`src/rtl/jtframe_rom_arb.sv`:
```
// Multi-slot ROM read arbiter: one 32-bit cached word per slot, misses are
// serialised onto a single SDRAM read port (fixed priority or round-robin).
module jtframe_rom_arb #(
    parameter int                  NSLOT  = 4,
    parameter int                  SAW    = 18,
    parameter logic [NSLOT-1:0]    DW16   = '0,
    parameter logic [NSLOT*22-1:0] OFFSET = '0,
    parameter bit                  RROBIN = 1'b0
) (
    input  logic                  clk,
    input  logic                  rst,
    input  logic                  downloading,
    input  logic [NSLOT-1:0]      slot_cs,
    input  logic [NSLOT*SAW-1:0]  slot_addr,
    output logic [NSLOT-1:0]      slot_ok,
    output logic [NSLOT*16-1:0]   slot_dout,
    output logic                  sdram_req,
    output logic [21:0]           sdram_addr,
    input  logic                  sdram_ack,
    input  logic                  data_rdy,
    input  logic [31:0]           data_read
);

    localparam int IW = $clog2(NSLOT);
    // Word addresses share one width; 8-bit slots zero-extend by one bit.
    localparam int WW = SAW - 1;

    typedef enum logic [1:0] {IDLE, REQ, WAIT} state_t;

    state_t             state_q, state_d;
    logic               req_q, req_d;
    logic [21:0]        addr_q, addr_d;
    logic [IW-1:0]      win_q, win_d;
    logic [IW-1:0]      ptr_q, ptr_d;
    logic [WW-1:0]      wa_q, wa_d;
    logic [NSLOT-1:0]   valid_q, valid_d;
    logic [WW-1:0]      tag_q   [NSLOT];
    logic [WW-1:0]      tag_d   [NSLOT];
    logic [31:0]        cache_q [NSLOT];
    logic [31:0]        cache_d [NSLOT];

    logic [WW-1:0]      word_addr [NSLOT];
    logic [NSLOT-1:0]   hit;
    logic [NSLOT-1:0]   pending;
    logic               found;
    logic [IW-1:0]      grant;

    generate
        for (genvar gi = 0; gi < NSLOT; gi++) begin : g_slot
            logic [SAW-1:0] addr;
            assign addr = slot_addr[gi*SAW +: SAW];

            if (DW16[gi]) begin : g_w16
                assign word_addr[gi]          = addr[SAW-1:1];
                assign slot_dout[gi*16 +: 16] = addr[0] ? cache_q[gi][31:16] : cache_q[gi][15:0];
            end else begin : g_w8
                assign word_addr[gi]          = {1'b0, addr[SAW-1:2]};
                assign slot_dout[gi*16 +: 16] = {8'd0, cache_q[gi][{addr[1:0], 3'b000} +: 8]};
            end

            assign hit[gi]     = valid_q[gi] & (tag_q[gi] == word_addr[gi]) & ~downloading;
            assign pending[gi] = slot_cs[gi] & ~hit[gi] & ~downloading;
            assign slot_ok[gi] = slot_cs[gi] & hit[gi];
        end
    endgenerate

    // Round-robin search starts one past the last granted slot.
    always_comb begin
        int idx;
        found = 1'b0;
        grant = '0;
        idx   = 0;
        for (int k = 0; k < NSLOT; k++) begin
            idx = RROBIN ? (int'(ptr_q) + 1 + k) % NSLOT : k;
            if (!found && pending[idx]) begin
                found = 1'b1;
                grant = IW'(idx);
            end
        end
    end

    always_comb begin
        state_d = state_q;
        req_d   = req_q;
        addr_d  = addr_q;
        win_d   = win_q;
        ptr_d   = ptr_q;
        wa_d    = wa_q;
        valid_d = valid_q;
        tag_d   = tag_q;
        cache_d = cache_q;

        if (downloading) begin
            state_d = IDLE;
            req_d   = 1'b0;
            valid_d = '0;
        end else begin
            case (state_q)
                IDLE: begin
                    if (found) begin
                        win_d   = grant;
                        ptr_d   = grant;
                        wa_d    = word_addr[grant];
                        addr_d  = OFFSET[int'(grant)*22 +: 22] + 22'({word_addr[grant], 1'b0});
                        req_d   = 1'b1;
                        state_d = REQ;
                    end
                end
                REQ: begin
                    if (sdram_ack) begin
                        req_d   = 1'b0;
                        state_d = WAIT;
                    end
                end
                WAIT: begin
                    // Fill under the latched tag even if the slot address moved on.
                    if (data_rdy) begin
                        cache_d[win_q] = data_read;
                        tag_d[win_q]   = wa_q;
                        valid_d[win_q] = 1'b1;
                        state_d        = IDLE;
                    end
                end
                default: state_d = IDLE;
            endcase
        end
    end

    always_ff @(posedge clk or posedge rst) begin
        if (rst) begin
            state_q <= IDLE;
            req_q   <= 1'b0;
            addr_q  <= '0;
            win_q   <= '0;
            ptr_q   <= IW'(NSLOT - 1);
            wa_q    <= '0;
            valid_q <= '0;
            for (int i = 0; i < NSLOT; i++) begin
                tag_q[i]   <= '0;
                cache_q[i] <= '0;
            end
        end else begin
            state_q <= state_d;
            req_q   <= req_d;
            addr_q  <= addr_d;
            win_q   <= win_d;
            ptr_q   <= ptr_d;
            wa_q    <= wa_d;
            valid_q <= valid_d;
            for (int i = 0; i < NSLOT; i++) begin
                tag_q[i]   <= tag_d[i];
                cache_q[i] <= cache_d[i];
            end
        end
    end

    assign sdram_req  = req_q & ~downloading;
    assign sdram_addr = addr_q;

endmodule
```
`config.mk`:
```
export PLATFORM = sky130hd
export DESIGN_NAME = jtframe_rom_arb
export DESIGN_NICKNAME = d
export VERILOG_FILES = /design/src/rtl/jtframe_rom_arb.sv
export SDC_FILE = /design/constraint.sdc
export NUM_CORES = 1
export LEC_CHECK = 0
export CAP_MARGIN = 20
export CORE_UTILIZATION = 34
export CTS_BUF_LIST = sky130_fd_sc_hd__clkbuf_16
export DETAILED_ROUTE_END_ITERATION = 12
export SETUP_SLACK_MARGIN = 0.3
export SYNTH_ARGS = -nofsm -noshare
export SYNTH_HDL_FRONTEND = slang
export SYNTH_SLANG_ARGS = --single-unit
```
`constraint.sdc`:
```
create_clock -name clk -period 7.04 [get_ports clk]
set_clock_uncertainty 0.2 [all_clocks]
set_input_delay 1.408 -clock clk [delete_from_list [all_inputs] [get_ports clk]]
set_output_delay 1.408 -clock clk [all_outputs]
set_load 0.01 [all_outputs]
```
==> impl_metrics.py, run 1 <==
metrics = {
    "clock_network": {
        "postCtsSetupBuffers": 0,
        "hold_buffers": 0,
        "htree_levels": 1,
        "post_cts_resized": 0,
        "clockRootBuffer": "clkbuf_16",
        "cts_buffers": 25,
        "clk_pin_slew_worst_paths_ps": 60,
        "cts_tree": "yes",
        "cts_sinks": 217,
        "cts_max_path_buffers": 3,
        "clk_latency_ps": 530,
    },
    "critical_path": {
        "cp.required_ps": 5430,
        "r2r_start": "tag_q[42]$_DFFE_PP0P_",
        "worstPathMaxFanout": 14,
        "crit_type": "in -> out",
        "crit_start": "downloading",
        "worstPathArrival_ps": 3900,
        "reg2reg_slack_ps": 3510,
        "ff2ff_path_depth": 6,
        "reg2reg_to": "sdram_addr[16]$_DFFE_PP0P_",
        "cp-start-kind": "input port",
        "worst_setup_path_end_kind": "output pin",
        "crit_path_end": "slot_ok[1]",
    },
    "pwr": {
        "leakagePower_nw": 6.23,
        "p_sw_frac": 0.289,
        "p_per_area_nw_per_um2": 269,
        "pwr-share-clk": 0.322,
        "peakVddDrop_mv": 0.257,
        "total_power_w": 0.00362,
        "internal_power_w": 0.00257,
        "p_sw_w": 0.00105,
        "combPwrFrac": 0.225,
        "p_seq_frac": 0.453,
    },
    "logic_synthesis": {
        "synthCells": 869,
        "synth.area.top_cells": "dfrtp_1, mux2_2, mux4_2, xor2_1, buf_4",
        "synth_top_area_frac": 0.503,
        "ys.flop_type": "dfrtp_1",
        "synth_common_cells": "dfrtp_1, mux2_2, inv_1",
        "synth_edf_count": 0,
        "synth.most_common_cell": "dfrtp_1",
        "async_flop_share": 1.00,
        "ys_seq_area_frac": 0.503,
        "ys_seq_elements": 217,
        "synth_warnings": 0,
        "yosys.area.top_type": "dfrtp_1",
        "synth.cell_area_um2": 10800,
        "ys_types": 42,
        "avgSynthCellArea_um2": 12.4,
    },
    "detailed_routing": {
        "avgRoutedWirePerCell_um": 20.4,
        "wirelength_um": 29400,
        "first_pass_iters": 4,
        "ant_nets": 0,
        "drt_iter0_drc": 454,
        "drc": 0,
        "num_vias": 7252,
        "via_per_inst": 5.05,
    },
    "job": {
        "drv_cap": 0,
    },
    "sta": {
        "setup_tns_ps": 0,
        "worst_pin_slew_ps": 1010,
        "relSlewSlack": 0.328,
        "post-route-period-util": 0.783,
        "setup_viol": 0,
        "drv_slew": 0,
        "holdWs_ps": 295,
        "rsz0062_at_grt": "false",
        "hold_viol": 0,
        "max_freq_ghz": 0.181,
        "fin_crit_ps": 5510,
    },
    "finish": {
        "final_core_utilization": 0.435,
        "fin_nets": 1135,
        "antenna_cells": 0,
        "syn_to_final_growth_pct": 24.7,
        "layout-drive-gt1-share": 0.232,
        "postLayoutCellArea_um2": 13500,
    },
    "worst_hold_path": {
        "hp-class": "reg -> reg",
        "worstHoldPathCells": 1,
    },
    "grt": {
        "use_met1": 0.244,
        "grt_pass1_wl_um": 46000,
        "grtUsageTotal": 0.183,
        "grt_util_met2": 0.294,
        "grt_max_degree": 129,
        "top_usage_layer": "met2",
        "grt_pass1_vias": 7569,
        "antenna_found_initial": 0,
        "met3_usage": 0.0443,
        "grt_overflow": 0,
    },
    "die": {
        "die_w_um": 180,
        "ios": 204,
        "row_count": 64,
        "fp.dieH_um": 180,
        "start_util": 0.349,
        "design.die.area_um2": 32500,
        "core_um2": 30900,
    },
    "placement": {
        "portBuffers": 165,
        "place_area_um2": 12700,
        "place_congestion": 0.848,
        "place_hpwl_um": 20700,
    },
    "status": {
        "status": "finished clean",
    },
}
per-layer routing:
layer	share of wire	vias up
met4	0.032	0
li1	-	3370
met2	0.46	248
met1	0.44	3589
met5	0	-
met3	0.071	45
cell families after synthesis:
logic type / count (synthesis) / share of synthesized area
flops: 217 / 0.503
mux: 176 / 0.217
buf+inv: 151 / 0.0685
compound gates: 149 / 0.107
simple gates: 111 / 0.0517
xor+xnor: 64 / 0.0519
other cells: 1 / 0.000347
cell usage in the layout (no fill, tap or decap), types with 25 or more instances in the layout:
cell	Yosys	layout
mux4_2	32	32
dfrtp_1	217	217
nand2_1	53	53
xor2_1	49	49
o31ai_1	32	32
mux2_2	144	144
clkbuf_16	0	25
inv_1	58	68
o21ai_0	51	51
conb_1	1	38
clkdlybuf4s50_1	0	165
flip-flops by register name, summed over array words and instances, names as in the netlist:
name,count
req_q,1
valid_q,4
cache_q,128
tag_q,64
sdram_addr,16
state_q,2
win_q,2
layout make-up:
type                       instances  area, um2
multi-input combinational        538       4770
inverter                          58        221
clock buffer                      25        626
clock inverter                    21        105
timing repair buffer             182       1810
fill                            2888      17500
sequential                       217       5430
tap                              396        495
through the flow:
step                instances  worst slack (ps)
floorplan                 906              2610
global placement         1390              1640
detailed placement       1390              1570
CTS                      1436              1560
global route             1437              1400
finish                   1437              1530
worst min path at each step:
stage | start | end | slack [ps]
6_report | cache_q[80]$_DFFE_PP0P_ | cache_q[80]$_DFFE_PP0P_ | 300
5_1_grt | cache_q[80]$_DFFE_PP0P_ | cache_q[80]$_DFFE_PP0P_ | 310
4_1_cts | cache_q[87]$_DFFE_PP0P_ | cache_q[87]$_DFFE_PP0P_ | 300
3_5_place_dp | cache_q[87]$_DFFE_PP0P_ | cache_q[87]$_DFFE_PP0P_ | 290
3_3_place_gp | tag_q[52]$_DFFE_PP0P_ | tag_q[52]$_DFFE_PP0P_ | 280
2_1_floorplan | valid_q[3]$_DFFE_PP0P_ | valid_q[3]$_DFFE_PP0P_ | 260
worst max-delay path, stage by stage:
cell	delay (ps)
clkdlybuf4s50_1	700
inv_1	400
nand4_1	250
nor4_1	510
clkdlybuf4s50_1	630
power by group through the flow:
| stage | combinational, W | sequential (W) | clock [W] |
|---|---|---|---|
| finish | 0.000812 | 0.00164 | 0.00117 |
| global route | 0.000888 | 0.00167 | 0.00125 |
| CTS | 0.000821 | 0.00164 | 0.00120 |
| detailed placement | 0.000814 | 0.00166 | 0 |
| global placement | 0.000807 | 0.00165 | 0 |
| floorplan | 0.000493 | 0.00163 | 0 |
No activity file was read; power rests on OpenSTA's default activity.
==> inputs of run 2 (changes only) <==
- clock period: 7.04 -> 4.9 ns (I/O delays scaled with it)
==> impl_metrics.py, run 2 (synthesis gave the netlist of run 1 again) <==
metrics = {
    "clock_network": {
        "htree_levels": 1,
        "post_cts_resized": 0,
        "cts_buffers": 25,
        "clk_pin_slew_worst_paths_ps": 60,
        "postCtsSetupBuffers": 0,
        "hold_buffers": 0,
        "clockRootBuffer": "clkbuf_16",
        "cts_max_path_buffers": 3,
        "clk_latency_ps": 540,
        "cts_tree": "yes",
        "cts_sinks": 217,
    },
    "finish": {
        "largest_reg_flops": 128,
        "fin_nets": 1144,
        "syn_to_final_growth_pct": 25.5,
        "top_register": "cache_q",
        "final_cell_mix": "dfrtp_1, clkdlybuf4s50_1, mux2_2",
        "final_common_cell": "dfrtp_1",
        "antenna_cells": 0,
        "layout-drive-gt1-share": 0.244,
    },
    "die": {
        "start_util": 0.349,
        "die_w_um": 180,
        "fp.dieH_um": 180,
        "design.die.area_um2": 32500,
        "core_um2": 30900,
        "row_count": 64,
        "ios": 204,
    },
    "sta": {
        "setup_viol": 0,
        "hold_viol": 0,
        "holdWs_ps": 298,
        "rsz0062_at_grt": "false",
        "fin_crit_ps": 4440,
        "relSlewSlack": 0.477,
        "max_freq_ghz": 0.225,
        "worst_pin_slew_ps": 782,
        "drv_slew": 0,
        "post-route-period-util": 0.906,
        "setup_tns_ps": 0,
    },
    "detailed_routing": {
        "num_vias": 7329,
        "avgRoutedWirePerCell_um": 20.6,
        "wirelength_um": 29700,
        "ant_nets": 0,
        "drt_iter0_drc": 512,
        "via_per_inst": 5.08,
        "first_pass_iters": 5,
        "drc": 0,
    },
    "placement": {
        "portBuffers": 165,
        "place_hpwl_um": 21000,
        "place_congestion": 0.856,
    },
    "pwr": {
        "peakVddDrop_mv": 0.307,
        "leakagePower_nw": 6.26,
        "total_power_w": 0.00526,
        "p_per_area_nw_per_um2": 388,
    },
    "grt": {
        "grt_pass1_vias": 7523,
        "grt_max_degree": 129,
        "antenna_found_initial": 0,
        "grt_overflow": 0,
        "grt_pass1_wl_um": 46100,
        "grtUsageTotal": 0.184,
    },
    "critical_path": {
        "cp-start-kind": "input port",
        "worstPathArrival_ps": 3260,
        "worst_setup_path_end_kind": "output pin",
        "worstPathMaxFanout": 3,
        "crit_type": "in -> out",
        "cp.required_ps": 3720,
    },
    "job": {
        "drv_cap": 0,
    },
    "status": {
        "status": "finished clean",
    },
    "worst_hold_path": {
        "hp-class": "reg -> reg",
    },
}
[run 2: changes by cell type in the layout (fill, tap and decap cells not counted)]
cell       delta
buf_4         +8
buf_12        +2
inv_8         -1
clkinv_2      +3
clkinv_4      +1
buf_16        -1
inv_1         -6
clkinv_1      -2
bufinv_16     +1
[run 2: metrics by stage]
stage          instance area (um2)  worst slack (ps)  cells  utilization
4_1_cts                      13500               488   1442        0.438
3_3_place_gp                 12800               459   1400        0.414
2_1_floorplan                10900               894    906            -
6_report                     13500               461   1442        0.438
3_5_place_dp                 12800               496   1400        0.414
5_1_grt                      13500               329   1442        0.438
[run 2: cell type report]
type | count | area, um2
fillers | 2866 | 17400
multi-input cells | 538 | 4770
clock inverters | 17 | 118
flip-flops and latches | 217 | 5430
repair buffers | 191 | 1880
inverters | 58 | 221
clock buffers | 25 | 626
well taps | 396 | 495
[run 2: critical path, stage by stage]
cell,delay (ps)
clkdlybuf4s50_1,480
xor2_1,190
nor4_2,300
nand4_1,260
nor4_1,440
clkdlybuf4s50_1,610
[run 2: where the power goes]
group          switching, W  internal (W)
registers          0.000215       0.00214
clock network      0.000752      0.000978
logic              0.000548      0.000626
[run 2: final timing paths]
kind / from / to / slack (ps) / cells past startpoint
max in group asynchronous: rst / cache_q[23]$_DFFE_PP0P_ / 3130 / 3
min: cache_q[123]$_DFFE_PP0P_ / cache_q[123]$_DFFE_PP0P_ / 300 / 1
max: slot_addr[28] / slot_ok[1] / 460 / 6
min reg2reg: cache_q[123]$_DFFE_PP0P_ / cache_q[123]$_DFFE_PP0P_ / 300 / 1
max reg2reg: tag_q[62]$_DFFE_PP0P_ / sdram_addr[2]$_DFFE_PP0P_ / 1830 / 8
min in group asynchronous: rst / tag_q[51]$_DFFE_PP0P_ / 790 / 3
[run 2: per-layer routing]
layer	share of wire	wire (um)	global-route usage
met4	0.025	731	0.0479
met1	0.45	13300	0.249
met5	0	0	0
met2	0.46	13500	0.294
met3	0.070	2060	0.0467
==> inputs of run 3 (changes only) <==
- CAP_MARGIN: 20 -> unset
==> results of run 3 <==
No change in the layout: final DEF, timing and power equal those of run 2.
